**config.mk**
```make
export PLATFORM = sky130hd
export DESIGN_NAME = riscoffee_wb_arbiter
export DESIGN_NICKNAME = d
export VERILOG_FILES = /design/src/rtl/riscoffee_wb_arbiter.sv
export SDC_FILE = /design/constraint.sdc
export NUM_CORES = 1
export LEC_CHECK = 0
export BUFFER_PORTS_ARGS = -buffer_cell sky130_fd_sc_hd__buf_2
export CORE_ASPECT_RATIO = 0.7
export CORE_MARGIN = 1
export CORE_UTILIZATION = 35
export CTS_CLUSTER_SIZE = 30
export DETAILED_ROUTE_END_ITERATION = 12
export PLACE_DENSITY_LB_ADDON = 0.05
export SLEW_MARGIN = 10
export SYNTH_ARGS = -nofsm -noshare
export SYNTH_HDL_FRONTEND = slang
export SYNTH_SLANG_ARGS = --single-unit
export TNS_END_PERCENT = 5
```
**constraint.sdc**
```tcl
create_clock -name CLK -period 2.3 [get_ports CLK]
set_clock_uncertainty 0.05 [all_clocks]
set_input_delay 0.575 -clock CLK [delete_from_list [all_inputs] [get_ports CLK]]
set_output_delay 0.575 -clock CLK [all_outputs]
set_load 0.005 [all_outputs]
```
**src/rtl/riscoffee_wb_arbiter.sv**
```systemverilog
`default_nettype none
// ============================================================================
// Module  : riscoffee_wb_arbiter
// Purpose : Round-robin arbiter sharing the single register-file write port
//           between NREQ writeback requesters (ALU, load unit, mul/div, ...).
//           Each requester uses a valid/ready handshake; the write port is
//           driven from registers one cycle after the handshake.
//           With RIP_WB_SCOREBOARD_EN defined, a busy bit per architectural
//           register tracks in-flight destinations for decode hazard checks.
// Ports   : CLK, RST_N        clock, synchronous active-low reset
//           REQ_VALID/READY   per-requester handshake (READY is one-hot grant)
//           REQ_RD/REQ_DATA   packed per-requester rd number and write data
//           WB_WEN/RD/WDATA   registered register-file write port
//           CLAIM_VALID/RD    issue-stage destination claim (scoreboard)
//           Q_RS1/Q_RS2       decode source-register busy query
//           BUSY_RS1/BUSY_RS2 source has an outstanding, unwritten result
// Config  : RIP_WB_SCOREBOARD_EN - enables busy-register scoreboard
// Revision: 1.0 - initial release
// ============================================================================
module riscoffee_wb_arbiter #(
  parameter int NREQ = 3,
  parameter int XLEN = 32
) (
  input  logic                 CLK,
  input  logic                 RST_N,
  input  logic [NREQ-1:0]      REQ_VALID,
  output logic [NREQ-1:0]      REQ_READY,
  input  logic [NREQ*5-1:0]    REQ_RD,
  input  logic [NREQ*XLEN-1:0] REQ_DATA,
  output logic                 WB_WEN,
  output logic [4:0]           WB_RD,
  output logic [XLEN-1:0]      WB_WDATA,
  input  logic                 CLAIM_VALID,
  input  logic [4:0]           CLAIM_RD,
  input  logic [4:0]           Q_RS1,
  input  logic [4:0]           Q_RS2,
  output logic                 BUSY_RS1,
  output logic                 BUSY_RS2
);

  localparam int PW = $clog2(NREQ);

  logic [PW-1:0]   ptr_q, ptr_d;
  logic            wen_q, wen_d;
  logic [4:0]      rd_q, rd_d;
  logic [XLEN-1:0] wdata_q, wdata_d;

  logic [NREQ-1:0] w_hi;        // valid requesters at or above the pointer
  logic [NREQ-1:0] w_hi_pick;
  logic [NREQ-1:0] w_lo_pick;
  logic [NREQ-1:0] w_gnt;
  logic [PW-1:0]   w_gnt_idx;
  logic [4:0]      w_sel_rd;
  logic [XLEN-1:0] w_sel_data;

  // Round-robin as two priority passes: the lowest valid index >= ptr wins;
  // if none exists the search wraps, i.e. the lowest valid index overall.
  for (genvar g = 0; g < NREQ; g++) begin : g_hi_mask
    assign w_hi[g] = REQ_VALID[g] & (PW'(g) >= ptr_q);
  end

  // x & -x isolates the lowest set bit.
  assign w_hi_pick = w_hi & (~w_hi + NREQ'(1));
  assign w_lo_pick = REQ_VALID & (~REQ_VALID + NREQ'(1));
  assign w_gnt     = !RST_N ? '0 : ((|w_hi) ? w_hi_pick : w_lo_pick);
  assign REQ_READY = w_gnt;

  // One-hot grant -> index and write-data select.
  always_comb begin
    w_gnt_idx  = '0;
    w_sel_rd   = '0;
    w_sel_data = '0;
    for (int i = 0; i < NREQ; i++) begin
      if (w_gnt[i]) begin
        w_gnt_idx  = PW'(i);
        w_sel_rd   = REQ_RD[5*i +: 5];
        w_sel_data = REQ_DATA[XLEN*i +: XLEN];
      end
    end
  end

  always_comb begin
    ptr_d = ptr_q;
    if (|w_gnt) begin
      ptr_d = (w_gnt_idx == PW'(NREQ-1)) ? '0 : w_gnt_idx + PW'(1);
    end
  end

  // Writes to x0 still complete the handshake but never reach the port;
  // rd/data only change when a real write is launched.
  always_comb begin
    wen_d   = (|w_gnt) && (w_sel_rd != 5'd0);
    rd_d    = wen_d ? w_sel_rd   : rd_q;
    wdata_d = wen_d ? w_sel_data : wdata_q;
  end

  always_ff @(posedge CLK) begin
    if (!RST_N) begin
      ptr_q   <= '0;
      wen_q   <= 1'b0;
      rd_q    <= '0;
      wdata_q <= '0;
    end else begin
      ptr_q   <= ptr_d;
      wen_q   <= wen_d;
      rd_q    <= rd_d;
      wdata_q <= wdata_d;
    end
  end

  assign WB_WEN   = wen_q;
  assign WB_RD    = rd_q;
  assign WB_WDATA = wdata_q;

`ifdef RIP_WB_SCOREBOARD_EN
  logic [31:1] busy_q, busy_d;
  logic [31:0] w_busy_full;
  logic [31:0] w_busy_next;

  // Bit 0 is a hard zero so x0 is never reported busy.
  assign w_busy_full = {busy_q, 1'b0};

  // Clear first, then set: a claim landing with the retiring write of the
  // same rd belongs to a newer instruction and must survive.
  always_comb begin
    w_busy_next = w_busy_full;
    if (wen_q) begin
      w_busy_next[rd_q] = 1'b0;
    end
    if (CLAIM_VALID && (CLAIM_RD != 5'd0)) begin
      w_busy_next[CLAIM_RD] = 1'b1;
    end
    busy_d = w_busy_next[31:1];
  end

  always_ff @(posedge CLK) begin
    if (!RST_N) begin
      busy_q <= '0;
    end else begin
      busy_q <= busy_d;
    end
  end

  // The register file forwards a same-cycle write, so the retiring rd is
  // not a hazard even though its busy bit is still set this cycle.
  assign BUSY_RS1 = w_busy_full[Q_RS1] & ~(wen_q && (rd_q == Q_RS1));
  assign BUSY_RS2 = w_busy_full[Q_RS2] & ~(wen_q && (rd_q == Q_RS2));
`else
  logic w_unused_ok;
  assign w_unused_ok = ^{CLAIM_VALID, CLAIM_RD, Q_RS1, Q_RS2};
  assign BUSY_RS1    = 1'b0;
  assign BUSY_RS2    = 1'b0;
`endif

endmodule
`default_nettype wire

```
After elaboration in Yosys (flattened, before gate mapping)
Cells that the tools add are included.
{"block": "word_totals", "register_bits": 40, "output_inout_bits": 43}
{"block": "op_classes", "add_sub_neg": 3, "magnitude_cmp": 3, "n_eq_ne": 1, "n_mux": 11, "n_bitwise": 7, "reduce_logical": 4}
{"cell": "two-way mux 32 bit", "n": 3}
{"cell": "two-way mux 5 bit", "n": 3}
{"cell": "adder 3 x 1 -> 3 bit, second input constant", "n": 2}
{"cell": "AND 3 bit", "n": 2}
{"cell": "two-way mux 3 bit", "n": 2}
{"cell": "inverter 3 bit", "n": 2}
{"cell": "OR reduction 3 bit", "n": 2}
{"cell": "nonzero test 5 bit", "n": 1}
{"cell": "greater-or-equal comparator 1 x 2 -> 1 bit, first input constant", "n": 2}
{"cell": "two-way mux 2 bit", "n": 2}
{"cell": "AND 1 bit", "n": 3}
{"cell": "adder 2 x 1 -> 2 bit, second input constant", "n": 1}
{"cell": "== test 2 bit, second input constant", "n": 1}
{"cell": "greater-or-equal comparator 2 bit, first input constant", "n": 1}
{"cell": "logical AND 1 bit", "n": 1}
{"cell": "two-way mux 1 bit", "n": 1}

Depth between registers and ports, before layout
{"block": "depth", "depth_word": 12, "ltp_mapped": 7, "ltp_nobuf": 5}

Least setup slack after synthesis
Ideal clock, no wire load.
{"block": "synth_timing", "kind": "input port to flip-flop", "startpoint": "input RST_N", "endpoint": "register wdata_q[10] (netlist: WB_WDATA[10])", "t_arrival_ps": 2267, "required_ps": 2178, "slack_ps": -89, "cell_stages": 7, "n_path_buf": 3, "path_cell_list": "clkbuf_1 -> o2111a_1 -> buf_6 -> a221o_1 -> nor4_4 -> buf_6 -> mux2i_1"}
{"block": "synth_via", "elab_chain_len": 6}
{"element": "start: declaration", "line": "25", "text": "input logic RST_N,"}
{"element": "two-way mux 3 bit", "line": "65", "text": "assign w_gnt = !RST_N ? '0 : ((|w_hi) ? w_hi_pick : w_lo_pick);"}
{"element": "two-way mux 5 bit (3 in a row)", "line": "74", "text": "if (w_gnt[i]) begin"}
{"element": "nonzero test 5 bit", "line": "92", "text": "wen_d = (|w_gnt) && (w_sel_rd != 5'd0);"}
{"element": "logical AND 1 bit", "line": "92"}
{"element": "end signal: assignment", "line": "107", "text": "wdata_q <= wdata_d;"}
{"element": "end: declaration", "line": "46", "text": "logic [XLEN-1:0] wdata_q, wdata_d;"}
Parallel ways exist; a longest one is shown, timed or not.
A chain may end at the register's enable or synchronous reset.

Final worst setup path
{"block": "layout_timing", "startpoint": "input REQ_VALID[2]", "endpoint": "register wdata_q[4] (netlist: WB_WDATA[4])"}
{"block": "layout_via", "elab_chain_len": 9}
{"element": "start: declaration", "line": "26", "text": "input logic [NREQ-1:0] REQ_VALID,"}
{"element": "AND 1 bit", "line": "59", "text": "assign w_hi[g] = REQ_VALID[g] & (PW'(g) >= ptr_q);"}
{"element": "inverter 3 bit or OR reduction 3 bit (tied branches)", "line": "63, 65"}
{"element": "adder 3 x 1 -> 3 bit or two-way mux 3 bit (tied branches)", "line": "63, 65"}
{"element": "AND 3 bit or two-way mux 3 bit (tied branches)", "line": "63, 65"}
{"element": "two-way mux 3 bit (*) (2 in a row)", "line": "65"}
{"element": "two-way mux 5 bit", "line": "74"}
{"element": "nonzero test 5 bit", "line": "92"}
{"element": "logical AND 1 bit", "line": "92"}
Every way passes the cells marked *; elsewhere a longest branch is shown, timed or not.

==> flow_metrics.env <==
export IMPL_outcome="completed"
export IMPL_dieArea_sq_um=6490
export IMPL_clk_pin_slew_ns=0.08
export IMPL_final_cell_mix="buf_2, dfxtp_1, nand2_1, a21oi_1, a22o_1"
export IMPL_setup_worst_path_class="primary input to flop"
export IMPL_drive_gt1_share_pct=47.9
export IMPL_firstDrtPassIters=4
export IMPL_yosysTopAreaCell="dfxtp_1"
export IMPL_synth_seq_cells=40
export IMPL_finalHoldViolations=0
export IMPL_critPathArrivalTime_ns=2.39
export IMPL_start_util_pct=37.0
export IMPL_hold_path_class="flop to flop"
export IMPL_combPwrFrac_pct=34.1
export IMPL_layout_nets=536
export IMPL_antenna_found_initial=0
export IMPL_die_w_microns=95.9
export IMPL_slowest_stage="a221o_1"
export IMPL_crit_path_start_kind="primary input"
export IMPL_critPathMaxStageDelay_ns=0.35
export IMPL_layoutNonFillerInstCount=480
export IMPL_port_buffers=156
export IMPL_htreeDepth=2
export IMPL_grt_pass1_wl_microns=8730
export IMPL_layout_min_cycle_time_ns=2.21
export IMPL_cp_max_fo=6
export IMPL_cts_tree="yes"
export IMPL_placed_cells=469
export IMPL_cts_buffers_inserted=5
export IMPL_peakVddDrop_v=0.000223
export IMPL_setup_viol=0
export IMPL_swShare_pct=30.5
export IMPL_avgSynthCellArea_sq_um=8.92
export IMPL_seq_power_share_pct=42.8
export IMPL_die_h_microns=67.7
export IMPL_core_sq_um=5840
export IMPL_finalPower_uw=1980
export IMPL_grt_overflow=0
export IMPL_cp_top_family="compound AO/OA/AOI/OAI gates"
export IMPL_via_per_inst=4.94
export IMPL_clock_fmax_ghz=0.451
export IMPL_power_net_switching_uw=603
export IMPL_ys_warn_count=0
export IMPL_dpl_hpwl_microns=4690
export IMPL_place_congestion=0.717
export IMPL_rows=23
export IMPL_hold_depth=2
export IMPL_cp_depth=9
export IMPL_drt_iter0_drc=51
export IMPL_synthTopCellsByArea="dfxtp_1, mux2i_1, a22o_1"
export IMPL_root_buffer="clkbuf_8"
export IMPL_area_growth_pct=49.0
export IMPL_final_common_cell="buf_2"
export IMPL_slew_viol_final=0
export IMPL_critPathMostFrequentCell="buf_4"
export IMPL_postSynthCellCount=242
export IMPL_grt_max_degree=40
export IMPL_track_usage_pct=17.7
export IMPL_pwr_share_clk_pct=23.1
export IMPL_synthDistinctLibCells=31
export IMPL_grt_pass1_vias=2004
export IMPL_synthesis_area_sq_um=2160
export IMPL_cp_data_required_time_ns=2.47
export IMPL_timing_rr_start="ptr_q[1]$_SDFFE_PN0P_"
export IMPL_reg2reg_depth=8
export IMPL_p_int_uw=1370
export IMPL_tns_ns=0
export IMPL_end_kind="flop"
export IMPL_worstSkewPairLatency_ns=0.29
export IMPL_cts_path_max_buffers=2
export IMPL_rsz0062_at_grt="no"
export IMPL_fillers=568
export IMPL_hold_path_startpoint="WB_WDATA[8]$_SDFFE_PN0P_"
export IMPL_drc_errors=0
export IMPL_seq_area_frac_synth_pct=37.1
export IMPL_hold_buffers=0
export IMPL_diodes=0
export IMPL_crit_chain="buf_2 -> a21oi_1 -> o2111a_2 -> buf_4 -> a221o_1 -> nor4_4 -> buf_6 -> buf_4 -> mux2i_1"
export IMPL_startpoint="REQ_VALID[2]"
export IMPL_path_buf_inv=4
export IMPL_post_route_util_pct=55.1
export IMPL_power_density_nw_per_um2=614
export IMPL_max_cap_violations=0
export IMPL_finalWirelength_microns=6300
export IMPL_p_leak_uw=0.00165
export IMPL_period_share_pct=96.3
export IMPL_io_pins=175
export IMPL_avgRoutedWirePerCell_microns=13.1
export IMPL_ant_nets=0
export IMPL_dr_total_vias=2373
export IMPL_clock_sink_count=40
export IMPL_yosysTopAreaCellShare_pct=37.1
==> synth_stat cells <==
cell type	instances
a31oi_1	4
clkbuf_1	17
or2b_1	1
dfxtp_1	40
o21a_1	2
inv_2	1
or2_2	4
or3b_1	1
nand2_1	36
buf_6	4
a221o_1	3
a41o_1	4
a222oi_1	2
conb_1	1
nand3_1	2
a21o_1	1
a21oi_1	36
inv_1	3
and2_1	1
nor3b_1	1
o211ai_1	1
nor4_1	1
nor2_1	2
o2111a_1	2
a22o_1	33
nor4_4	1
nand2b_1	1
buf_4	2
nor3_1	2
nand3b_1	1
mux2i_1	32
==> metal layers <==
| metal | global-route usage (%) | vias to the layer above | wire length (microns) |
|---|---|---|---|
| li1 | - | 1216 | - |
| met1 | 20.8 | 1040 | 2910 |
| met2 | 31.7 | 110 | 2860 |
| met3 | 4.62 | 7 | 488 |
| met4 | 5.78 | 0 | 43 |
| met5 | 0 | - | 0 |
==> final timing paths <==
check	endpoint	slack [ns]
min reg2reg	WB_WDATA[8]$_SDFFE_PN0P_	0.41
max reg2reg	WB_WDATA[4]$_SDFFE_PN0P_	0.10
max	WB_WDATA[4]$_SDFFE_PN0P_	0.09
min	WB_WDATA[8]$_SDFFE_PN0P_	0.41
==> power groups by stage <==
stage	logic, uW	clock network [uW]	registers [uW]
floorplan	345	0	871
global placement	633	0	858
detailed placement	639	0	862
CTS	644	477	847
global route	738	513	859
finish	673	457	846
==> final cells by class <==
class	instances	area (sq um)	area share (%)
clock buffer	5	68.8	2.14
timing repair buffer	177	976	30.3
inverter	4	15.0	0.467
sequential	40	805	25.0
clock inverter	3	18.8	0.583
tap	75	93.8	2.92
multi-input combinational	176	1240	38.5
==> worst register-to-register path, cell delays in order, from the launching register on <==
cell      delay (ns)
dfxtp_4         0.39
a21oi_1         0.07
o2111a_2        0.30
buf_4           0.15
a221o_1         0.35
nor4_4          0.29
buf_6           0.17
buf_4           0.18
mux2i_1         0.19
==> flip-flops by register name (all words and copies together), names as in the netlist <==
register	flops
WB_RD	5
WB_WDATA	32
WB_WEN	1
ptr_q	2
==> logic make-up (layout without fill, tap and decap cells) <==
group,Yosys count,in the layout,synth area share (%)
and+or+nand+nor,54,54,12.0
other,1,2,0.174
DFF,40,40,37.1
muxes,32,32,14.8
AOI/OAI and AO/OA,88,88,29.5
buffers and inverters,27,189,6.43
==> stage by stage <==
stage	worst slack (ns)	hold slack, ns	cell area (sq um)
after global routing	0.00560	0.435	3220
after global placement	-0.195	0.391	3080
final	0.0850	0.406	3220
after detailed placement	-0.246	0.399	3080
after floorplan	-0.0299	0.405	2170
after CTS	0.0167	0.409	3170
==> repair_timing <==
| item | CTS | global route |
|---|---|---|
| setup endpoints to repair | 12 | 33 |
| pin swaps | 0 | 2 |
| hold endpoints to repair | 0 | 0 |
| cloned | 0 | 2 |
| buffers inserted | 0 | 1 |
| gates resized for setup | 1 | 6 |
(Power assumes the default switching activity.)
